--- config.mk ---
export PLATFORM = sky130hd
export DESIGN_NAME = sphere_column_gen
export DESIGN_NICKNAME = d
export VERILOG_FILES = /design/src/rtl/sphere_pkg.sv /design/src/rtl/sphere_column_gen_dist_sq_pipe.sv /design/src/rtl/sphere_column_gen.sv
export SDC_FILE = /design/constraint.sdc
export NUM_CORES = 2
export LEC_CHECK = 0
export CAP_MARGIN = 20
export CORE_AREA = 2 2 457 459
export DETAILED_ROUTE_END_ITERATION = 8
export DIE_AREA = 0 0 459 461
export PLACE_DENSITY = 0.72
export SLEW_MARGIN = 15
export SYNTH_ARGS = -nofsm -noshare
export SYNTH_HDL_FRONTEND = slang
export SYNTH_SLANG_ARGS = --single-unit
--- constraint.sdc ---
create_clock -name clk_in -period 9.4 [get_ports clk_in]
set_input_delay 0.94 -clock clk_in [delete_from_list [all_inputs] [get_ports clk_in]]
set_output_delay 0.94 -clock clk_in [all_outputs]
set_load 0.02 [all_outputs]
--- src/rtl/sphere_pkg.sv ---
// Shared types and default geometry for the sphere column generator.
// Sweep FSM states, shape modes and derived datapath widths.
package sphere_pkg;

  typedef enum logic [1:0] {
    IDLE,
    SWEEP,
    DRAIN
  } sweep_state_t;

  typedef enum logic {
    SOLID,
    SHELL
  } shape_mode_t;

  localparam int DEF_ROWS = 64;
  localparam int DEF_COLS = 64;
  localparam int ROW_W    = $clog2(DEF_ROWS);
  localparam int COL_W    = $clog2(DEF_COLS);
  localparam int D2_W     = 2 * (ROW_W + 1) + 1;

endpackage

--- src/rtl/sphere_column_gen_dist_sq_pipe.sv ---
// Two-stage |a-ac|^2 + |b-bc|^2 pipeline.
// Stage 1 registers the magnitudes, stage 2 the full-width sum of squares.
module dist_sq_pipe #(
  parameter int A_W = 6,
  parameter int B_W = 6,
  parameter int D_W = 7,
  parameter int A_C = 32,
  parameter int B_C = 32
) (
  input  logic             clk_in,
  input  logic             rst_in,
  input  logic [A_W-1:0]   a_in,
  input  logic [B_W-1:0]   b_in,
  output logic [2*D_W:0]   d2_out
);

  localparam int P_W = 2 * D_W + 1;
  localparam logic signed [D_W:0] AC = (D_W + 1)'(A_C);
  localparam logic signed [D_W:0] BC = (D_W + 1)'(B_C);

  logic signed [D_W:0] da;
  logic signed [D_W:0] db;
  logic [D_W-1:0]      dx;
  logic [D_W-1:0]      dy;

  function automatic logic [D_W-1:0] mag(input logic signed [D_W:0] v);
    logic signed [D_W:0] n;
    n = -v;
    return v[D_W] ? n[D_W-1:0] : v[D_W-1:0];
  endfunction

  // Signed difference: edge columns give a plain magnitude, never a wrap.
  assign da = $signed((D_W + 1)'(a_in)) - AC;
  assign db = $signed((D_W + 1)'(b_in)) - BC;

  always_ff @(posedge clk_in) begin
    if (rst_in) begin
      dx     <= '0;
      dy     <= '0;
      d2_out <= '0;
    end else begin
      dx     <= mag(da);
      dy     <= mag(db);
      d2_out <= P_W'(dx) * P_W'(dx) + P_W'(dy) * P_W'(dy);
    end
  end

endmodule

--- src/rtl/sphere_column_gen.sv ---
// Sphere/ring column generator: sweeps all rows of NUM_CH columns
// through a distance pipeline and publishes whole columns at once.
module sphere_column_gen
  import sphere_pkg::*;
#(
  parameter int SCAN_RATE = 32,
  parameter int NUM_COLS  = 64,
  parameter int NUM_ROWS  = 64,
  parameter int RGB_RES   = 9,
  parameter int NUM_CH    = 2
) (
  input  logic                                clk_in,
  input  logic                                rst_in,
  input  logic                                start_in,
  input  logic [NUM_CH*$clog2(NUM_COLS)-1:0]  col_idx_in,
  input  logic [$clog2(NUM_ROWS)-1:0]         radius_in,
  input  logic [$clog2(NUM_ROWS)-1:0]         thick_in,
  input  logic                                mode_in,
  input  logic [RGB_RES-1:0]                  color_in,
  output logic                                busy_out,
  output logic                                valid_out,
  output logic [NUM_CH*NUM_ROWS*RGB_RES-1:0]  columns_out
);

  localparam int RW  = $clog2(NUM_ROWS);
  localparam int CW  = $clog2(NUM_COLS);
  localparam int DW  = RW + 1;
  localparam int D2W = 2 * DW + 1;
  localparam logic [1:0] DRAIN_LAST = 2'd2;

  sweep_state_t      state;
  shape_mode_t       mode_q;
  logic [RW-1:0]     y;
  logic [RW-1:0]     r_q;
  logic [RW-1:0]     t_q;
  logic [RGB_RES-1:0] color_q;
  logic [NUM_CH*CW-1:0] col_q;
  logic [1:0]        dcnt;
  logic              fin;

  logic              v1;
  logic              v2;
  logic [RW-1:0]     y1;
  logic [RW-1:0]     y2;

  logic [D2W-1:0]    d2 [NUM_CH];
  logic [D2W-1:0]    r2;
  logic [D2W-1:0]    ri2;
  logic [RW-1:0]     ri;
  logic              solid_like;
  logic [NUM_CH-1:0] lit;

  logic [RGB_RES-1:0] shadow [NUM_CH][NUM_ROWS];

  assign fin = (state == DRAIN) && (dcnt == DRAIN_LAST);

  always_ff @(posedge clk_in) begin
    if (rst_in) begin
      state     <= IDLE;
      busy_out  <= 1'b0;
      valid_out <= 1'b0;
      y         <= '0;
      dcnt      <= '0;
      r_q       <= '0;
      t_q       <= '0;
      mode_q    <= SOLID;
      color_q   <= '0;
      col_q     <= '0;
    end else begin
      valid_out <= 1'b0;
      unique case (state)
        IDLE: begin
          if (start_in) begin
            r_q      <= radius_in;
            t_q      <= thick_in;
            mode_q   <= shape_mode_t'(mode_in);
            color_q  <= color_in;
            col_q    <= col_idx_in;
            y        <= '0;
            busy_out <= 1'b1;
            state    <= SWEEP;
          end
        end
        SWEEP: begin
          y <= y + 1'b1;
          if (y == RW'(NUM_ROWS - 1)) begin
            dcnt  <= '0;
            state <= DRAIN;
          end
        end
        DRAIN: begin
          dcnt <= dcnt + 1'b1;
          if (fin) begin
            busy_out  <= 1'b0;
            valid_out <= 1'b1;
            state     <= IDLE;
          end
        end
        default: state <= IDLE;
      endcase
    end
  end

  // Row tag and valid travel alongside the two distance stages.
  always_ff @(posedge clk_in) begin
    if (rst_in) begin
      v1 <= 1'b0;
      v2 <= 1'b0;
      y1 <= '0;
      y2 <= '0;
    end else begin
      v1 <= (state == SWEEP);
      y1 <= y;
      v2 <= v1;
      y2 <= y1;
    end
  end

  for (genvar g = 0; g < NUM_CH; g++) begin : g_ch
    dist_sq_pipe #(
      .A_W (CW),
      .B_W (RW),
      .D_W (DW),
      .A_C (SCAN_RATE),
      .B_C (NUM_ROWS / 2)
    ) u_pipe (
      .clk_in (clk_in),
      .rst_in (rst_in),
      .a_in   (col_q[g*CW +: CW]),
      .b_in   (y),
      .d2_out (d2[g])
    );
  end

  assign ri  = (t_q >= r_q) ? '0 : r_q - t_q;
  assign r2  = D2W'(r_q) * D2W'(r_q);
  assign ri2 = D2W'(ri) * D2W'(ri);
  // A shell at least as thick as the radius degenerates to a disc.
  assign solid_like = (mode_q == SOLID) || (t_q >= r_q);

  always_comb begin
    lit = '0;
    for (int c = 0; c < NUM_CH; c++) begin
      lit[c] = (d2[c] <= r2) && (solid_like || (d2[c] > ri2));
    end
  end

  always_ff @(posedge clk_in) begin
    if (v2) begin
      for (int c = 0; c < NUM_CH; c++) begin
        shadow[c][y2] <= lit[c] ? color_q : '0;
      end
    end
  end

  always_ff @(posedge clk_in) begin
    if (rst_in) begin
      columns_out <= '0;
    end else if (fin) begin
      for (int c = 0; c < NUM_CH; c++) begin
        for (int r = 0; r < NUM_ROWS; r++) begin
          columns_out[(c*NUM_ROWS + r)*RGB_RES +: RGB_RES] <= shadow[c][r];
        end
      end
    end
  end

endmodule
=== Yosys cells after proc, flatten, opt, wreduce, memory -nomap -nowiden ===
Memories as Yosys holds them, arrays and structs flattened. A register that Yosys moved wholly into a read port is not among the register bits.
Index checks and enable logic that the tools add are counted.

* Output and inout bits: 1154
* RAM bits: 1152
* Input bits: 37
* Memories kept: 1
* Bits in registers: 111

* Multiply operators: 5
* Order comparisons: 7
* Multiplexer cells: 22
* $add $sub $neg: 11
* Eq/ne operators: 7
* Reduce and logical (&&, ||, !) cells: 17
* Bitwise operators: 3

{| class="wikitable"
|+ Memory list
! name !! words !! bits a word !! read ports !! clocked after Yosys merged registers in !! wr ports !! line !! RTL
|-
| shadow || 2 || 576 || 2 || 2 || 2 || sphere_column_gen.sv:53 || <nowiki>logic [RGB_RES-1:0] shadow [NUM_CH][NUM_ROWS];</nowiki>
|}

{| class="wikitable"
|+ Operators by type and width
! cell !! count
|-
| two-way mux 576 bit || 1
|-
| demux 9 bit (select 6 bit) || 1
|-
| multiplier 7 x 7 -> 14 bit || 3
|-
| adder 14 x 14 -> 15 bit || 2
|-
| > comparator 15 x 12 -> 1 bit || 2
|-
| less-or-equal comparator 15 x 12 -> 1 bit || 2
|-
| two-way mux 9 bit || 3
|-
| multiplier 6 x 6 -> 12 bit || 2
|-
| two-way mux 7 bit || 3
|-
| negation 7 bit || 3
|-
| subtractor 6 x 6 -> 7 bit (second input constant) || 3
|-
| two-way mux 6 bit || 2
|-
| case mux 6 bit (2 select lines) || 1
|-
| two-way mux 2 bit || 4
|-
| >= comparator 7 bit (second input constant) || 1
|-
| less-than comparator 7 x 1 -> 1 bit (second input constant) || 1
|-
| NOT 6 -> 7 bit || 1
|-
| adder 6 x 1 -> 6 bit (second input constant) || 1
|-
| == test 6 bit (second input constant) || 1
|-
| >= comparator 6 bit || 1
|-
| != test 2 bit (second input constant) || 3
|-
| case mux 2 bit (3 select lines) || 1
|-
| AND reduction 2 bit || 3
|-
| AND reduction 3 bit || 2
|-
| other kinds (13) || 25
|}

=== Longest topological paths before layout ===
* Word-level depth: 7
* Mapped depth: 28
* Mapped depth without buffers: 28

=== Modules after synthesis ===
A second synthesis with hierarchy kept.

* Cell total of the unflattened synthesis: 7637
* Area, all modules: 86207.7 µm²

{| class="wikitable"
|+ By module, submodules not included
! module !! instances !! area an instance (µm²) !! cells each
|-
| sphere_column_gen || 1 || 79173.4 || 6885
|-
| dist_sq_pipe at g_ch[0].u_pipe || 1 || 3567.2 || 378
|-
| dist_sq_pipe at g_ch[1].u_pipe || 1 || 3467.1 || 374
|}

=== Worst setup path after synthesis ===
OpenSTA, ideal clock, no wires.

* Kind: flip-flop to flip-flop
* From: register r_q[0]
* To: memory shadow[0][1005] in the netlist's numbering, data pin
* Arrival time: 9.226 ns
* Setup time: 0.916 ns
* Buffers on the path: 0
* Period minus slack after synthesis: 10.143 ns
* Slack: -0.743 ns
* Stages on the path, launching flop included: 24
* Path through: dfxtp_1 -> inv_1 -> ha_1 -> inv_1 -> fa_1 -> nand3_1 -> a21oi_1 -> o21a_1 -> o21ai_1 -> nor3_1 -> fa_1 -> inv_1 -> fa_1 -> inv_1 -> fa_1 -> ha_1 -> and3b_1 -> o22ai_2 -> mux2_2 -> or2_4 -> maj3_1 -> o2111ai_1 -> o311ai_2 -> nor4b_1

{| class="wikitable"
|+ RTL lines
! what !! line !! RTL
|-
| start: declaration || sphere_column_gen.sv:34 || <nowiki>logic [RW-1:0] r_q;</nowiki>
|-
| start signal: assignment || sphere_column_gen.sv:74 || <nowiki>r_q <= radius_in;</nowiki>
|-
| end: declaration || sphere_column_gen.sv:53 ||
|}

==> impl_metrics.prom <==
# TYPE chip_impl_metric gauge
chip_impl_metric{name="finClkSkew",unit="ps"} 63.2
chip_impl_metric{name="globalRouteMet2Util",unit=""} 0.395
chip_impl_metric{name="cts_repair_resize_count",unit=""} 0
chip_impl_metric{name="cp.arrival",unit="ps"} 8540
chip_impl_metric{name="route.vias.total",unit=""} 60400
chip_impl_metric{name="detail_route.vias_per_cell",unit=""} 5.24
chip_impl_metric{name="synth_seq_cells",unit=""} 2414
chip_impl_info{name="synthFlopType",value="sky130_fd_sc_hd__dfxtp_1"} 1
chip_impl_metric{name="clk_latency",unit="ps"} 900
chip_impl_metric{name="synth_warnings",unit=""} 0
chip_impl_metric{name="pre_cts_setup_slack",unit="ps"} 1140
chip_impl_metric{name="layout_min_cycle_time",unit="ps"} 8050
chip_impl_metric{name="globalRoute.totalOverflow",unit=""} 0
chip_impl_metric{name="wire_per_inst",unit="um"} 23.2
chip_impl_metric{name="crit_fanout",unit=""} 45
chip_impl_info{name="worst_setup_path_start_kind",value="register"} 1
chip_impl_metric{name="antenna_violations_before_repair",unit=""} 11
chip_impl_metric{name="cp.required",unit="ps"} 9890
chip_impl_info{name="timing.setup.critical_path_class",value="reg -> reg"} 1
chip_impl_metric{name="final.setup.tns",unit="ps"} 0
chip_impl_metric{name="floorplan.initialDensity",unit=""} 0.409
chip_impl_metric{name="dp_hpwl",unit="um"} 169000
chip_impl_metric{name="pin_count_of_the_biggest_net_entering_global_routing",unit=""} 254
chip_impl_metric{name="crit_path_max_incr_delay",unit="ps"} 740
chip_impl_metric{name="netlist_instances",unit=""} 7481
chip_impl_metric{name="htree_levels",unit=""} 4
chip_impl_metric{name="worst_vdd_drop",unit="uV"} 204
chip_impl_info{name="grt_setup_unrepaired",value="false"} 1
chip_impl_metric{name="drc_errors",unit=""} 0
chip_impl_metric{name="synth.top_cell.area_share",unit=""} 0.409
chip_impl_metric{name="period_utilization",unit=""} 0.857
chip_impl_metric{name="final_net_count",unit=""} 8885
chip_impl_info{name="crit_slowest_cell",value="sky130_fd_sc_hd__buf_4"} 1
chip_impl_metric{name="synth-seq-area-share",unit=""} 0.708
chip_impl_metric{name="cts_inserted_buffers",unit=""} 229
chip_impl_metric{name="clk_path_buf_depth",unit=""} 3
chip_impl_metric{name="cts_setup_buffers",unit=""} 0
chip_impl_metric{name="global_route_met3_utilization",unit=""} 0.0446
chip_impl_info{name="hold_path_class",value="reg -> reg"} 1
chip_impl_metric{name="ctsHoldBuffers",unit=""} 0
chip_impl_metric{name="cts.reportedPaths.clkPinSlew",unit="ps"} 60
chip_impl_metric{name="initialDrtViolationCount",unit=""} 6138
chip_impl_metric{name="yosys.cell_types.count",unit=""} 72
chip_impl_metric{name="cts.sinks",unit=""} 2414
chip_impl_metric{name="maxClockFrequency",unit="MHz"} 124
chip_impl_metric{name="port_buffers",unit=""} 1190
chip_impl_metric{name="final-setup-viol-count",unit=""} 0
chip_impl_metric{name="layout-drive-gt1-share",unit=""} 0.0673
chip_impl_info{name="synth_area_leader",value="sky130_fd_sc_hd__edfxtp_1"} 1
chip_impl_info{name="worst_setup_path_end_kind",value="register"} 1
chip_impl_metric{name="globalRouteTotalUtil",unit=""} 0.243
chip_impl_metric{name="finalHoldWorstSlack",unit="ps"} 437
chip_impl_metric{name="std_cell_rows",unit=""} 167
chip_impl_metric{name="transition_at_the_pin_with_the_smallest_max_transition_slack",unit="ps"} 1210
chip_impl_metric{name="max_cap_violations",unit=""} 0
chip_impl_metric{name="leakage",unit="uW"} 0.0361
chip_impl_metric{name="coreArea",unit="um^2"} 206000
chip_impl_metric{name="gr-usage-met1",unit=""} 0.310
chip_impl_metric{name="maxSlewHeadroom",unit=""} 0.194
chip_impl_metric{name="via_count_of_the_first_global_routing_pass",unit=""} 58800
chip_impl_info{name="synth.area.top_cells",value="sky130_fd_sc_hd__edfxtp_1 41%, sky130_fd_sc_hd__dfxtp_1 30%, sky130_fd_sc_hd__nand2_1 11%"} 1
chip_impl_metric{name="synth_area",unit="um^2"} 84500
chip_impl_metric{name="ant_nets",unit=""} 0
chip_impl_metric{name="drt_pass1_iterations",unit=""} 6
chip_impl_metric{name="maxSlewViolCount",unit=""} 0
chip_impl_info{name="global_route.peak_usage_layer",value="met2"} 1
chip_impl_metric{name="number_of_top_level_pins",unit=""} 1191
chip_impl_metric{name="final_hold_viol_count",unit=""} 0
chip_impl_metric{name="power_per_cell_area",unit="nW/um^2"} 204
chip_impl_metric{name="synthesis.area_per_instance",unit="um^2"} 11.3
chip_impl_metric{name="die-width",unit="um"} 459
chip_impl_metric{name="finalWorstSetupSlack",unit="ps"} 1350
chip_impl_metric{name="share_of_synthesized_registers_carrying_an_async_set_or_reset",unit=""} 0
chip_impl_metric{name="die_area",unit="um^2"} 212000
chip_impl_metric{name="synth-edff-count",unit=""} 1152
chip_impl_info{name="status",value="complete, no violations"} 1
chip_impl_metric{name="grt_pass1_wl",unit="um"} 382000
chip_impl_metric{name="die_height",unit="um"} 461
chip_impl_info{name="tritoncts",value="built"} 1
chip_impl_info{name="clock-root-buffer",value="sky130_fd_sc_hd__clkbuf_16"} 1
chip_impl_metric{name="num-fill-cells",unit=""} 17400
chip_impl_metric{name="postRouteWirelength",unit="um"} 267000
chip_impl_metric{name="globalplace.congestion",unit=""} 0.876
chip_impl_metric{name="syn_to_final_growth",unit="%"} 27.5
[cells by family after synthesis]
kind of cell,synth area share
and+or+nand+nor,0.131
DFF,0.708
AOI/OAI and AO/OA,0.0846
buffers and inverters,0.0265
adders and majority gates,0.0428
xor gates and xnor gates,0.00557
muxes,0.00138
other,0.0000444
[layer usage]
metal,vias up,part of all wire
li1,27400,-
met1,29500,0.39
met2,3002,0.47
met3,538,0.085
met4,2,0.051
met5,-,0.000041
[cell usage after synthesis (all sizes together) (17+ instances only)]
| cell type | instances |
|---|---|
| dfxtp | 1262 |
| xnor2 | 32 |
| a21o | 24 |
| edfxtp | 1152 |
| fa | 85 |
| a21oi | 1246 |
| nand3 | 17 |
| nor2 | 136 |
| nand2 | 2443 |
| and2 | 55 |
| xor2 | 20 |
| nor3 | 29 |
| clkbuf | 415 |
| inv | 173 |
| ha | 150 |
| o21ai | 36 |
| nor2b | 48 |
[stage by stage]
stage                      util  std cells  total power [uW]  area (um^2)
after floorplan               -       7483             12200        84500
after global placement    0.483      11100             12700        99600
after detailed placement  0.483      11100             12700        99700
after CTS                 0.521      11500             22100       108000
after global routing      0.522      11500             22600       108000
final                     0.522      11500             22000       108000
[placed cells by master, fill, tap and decap left out, types with 7 or more instances in the layout]
cell type and instances:
sky130_fd_sc_hd__o21a_1 7, sky130_fd_sc_hd__nor3_1 17, sky130_fd_sc_hd__clkinv_2 35, sky130_fd_sc_hd__clkinv_16 10, sky130_fd_sc_hd__a21o_1 24, sky130_fd_sc_hd__or3_1 14
sky130_fd_sc_hd__clkinvlp_4 8, sky130_fd_sc_hd__nor3_2 12, sky130_fd_sc_hd__nor2_2 53, sky130_fd_sc_hd__nand2_1 2442, sky130_fd_sc_hd__clkdlybuf4s50_1 1189, sky130_fd_sc_hd__bufinv_16 16
sky130_fd_sc_hd__clkinv_1 17, sky130_fd_sc_hd__inv_1 173, sky130_fd_sc_hd__nand3b_1 9, sky130_fd_sc_hd__o21ai_0 34, sky130_fd_sc_hd__fa_1 85, sky130_fd_sc_hd__clkbuf_16 237
sky130_fd_sc_hd__buf_4 106, sky130_fd_sc_hd__clkbuf_1 71, sky130_fd_sc_hd__dfxtp_1 1262, sky130_fd_sc_hd__xor2_1 19, sky130_fd_sc_hd__and3_1 9, sky130_fd_sc_hd__nor2_4 7
sky130_fd_sc_hd__edfxtp_1 1152, sky130_fd_sc_hd__nand3_1 17, sky130_fd_sc_hd__nor2_1 76, sky130_fd_sc_hd__a21oi_1 1246, sky130_fd_sc_hd__a211oi_4 9, sky130_fd_sc_hd__nor2b_1 48
sky130_fd_sc_hd__buf_12 16, sky130_fd_sc_hd__clkbuf_8 32, sky130_fd_sc_hd__xnor2_1 31, sky130_fd_sc_hd__ha_1 150, sky130_fd_sc_hd__and2_1 52, sky130_fd_sc_hd__nand2b_1 13
[registers in the layout, indices dropped and copies added, names as in the netlist]
register and cells:
state 2, dcnt 2, y1 6, g_ch.u_pipe.dy 6
valid_out 1, col_q 12, columns_out 1152, y 6
color_q 9, mode_q 1, v2 1, y2 6
g_ch.u_pipe.dx 14, busy_out 1, v1 1, r_q 6
t_q 6, shadow 1152, g_ch.u_pipe.d2_out 30
[worst max-delay path, delay by kind of cell (launching register included)]
family / cells / cell delay (ps)
simple gates: 3 / 520
xor+xnor: 1 / 300
flops: 1 / 390
fa+ha+maj: 9 / 3540
compound gates: 10 / 1880
buf+inv: 5 / 1040
[layout make-up]
| type | count | area [um^2] | share of cell area |
|---|---|---|---|
| diodes | 6 | 15.0 | 0.000139 |
| clock buffers | 340 | 6640 | 0.0616 |
| well taps | 2704 | 3380 | 0.0314 |
| flip-flops and latches | 2414 | 59900 | 0.556 |
| multi-input cells | 4474 | 22800 | 0.211 |
| clock inverters | 99 | 1210 | 0.0113 |
| inverters | 173 | 649 | 0.00603 |
| repair buffers | 1321 | 13200 | 0.123 |
[report_power, final]
part           internal (uW)  total, uW  switching [uW]
sequential             11100      11200            72.5
clock                   5370       9450            4080
combinational            386       1290             906
total                  16900      22000            5060
[final timing paths]
kind / start / slack (ps) / cells past startpoint / endpoint
worst min register to register: y1[4]$_SDFF_PP0_ / 440 / 1 / y2[4]$_SDFF_PP0_
worst max register to register: r_q[0]$_SDFFE_PP0P_ / 1350 / 28 / shadow[0][358]$_DFFE_PP_
worst min-delay path: y1[4]$_SDFF_PP0_ / 440 / 1 / y2[4]$_SDFF_PP0_
worst max-delay path: r_q[0]$_SDFFE_PP0P_ / 1350 / 28 / shadow[0][358]$_DFFE_PP_
Note: power is estimated with default switching activity, not from simulation.
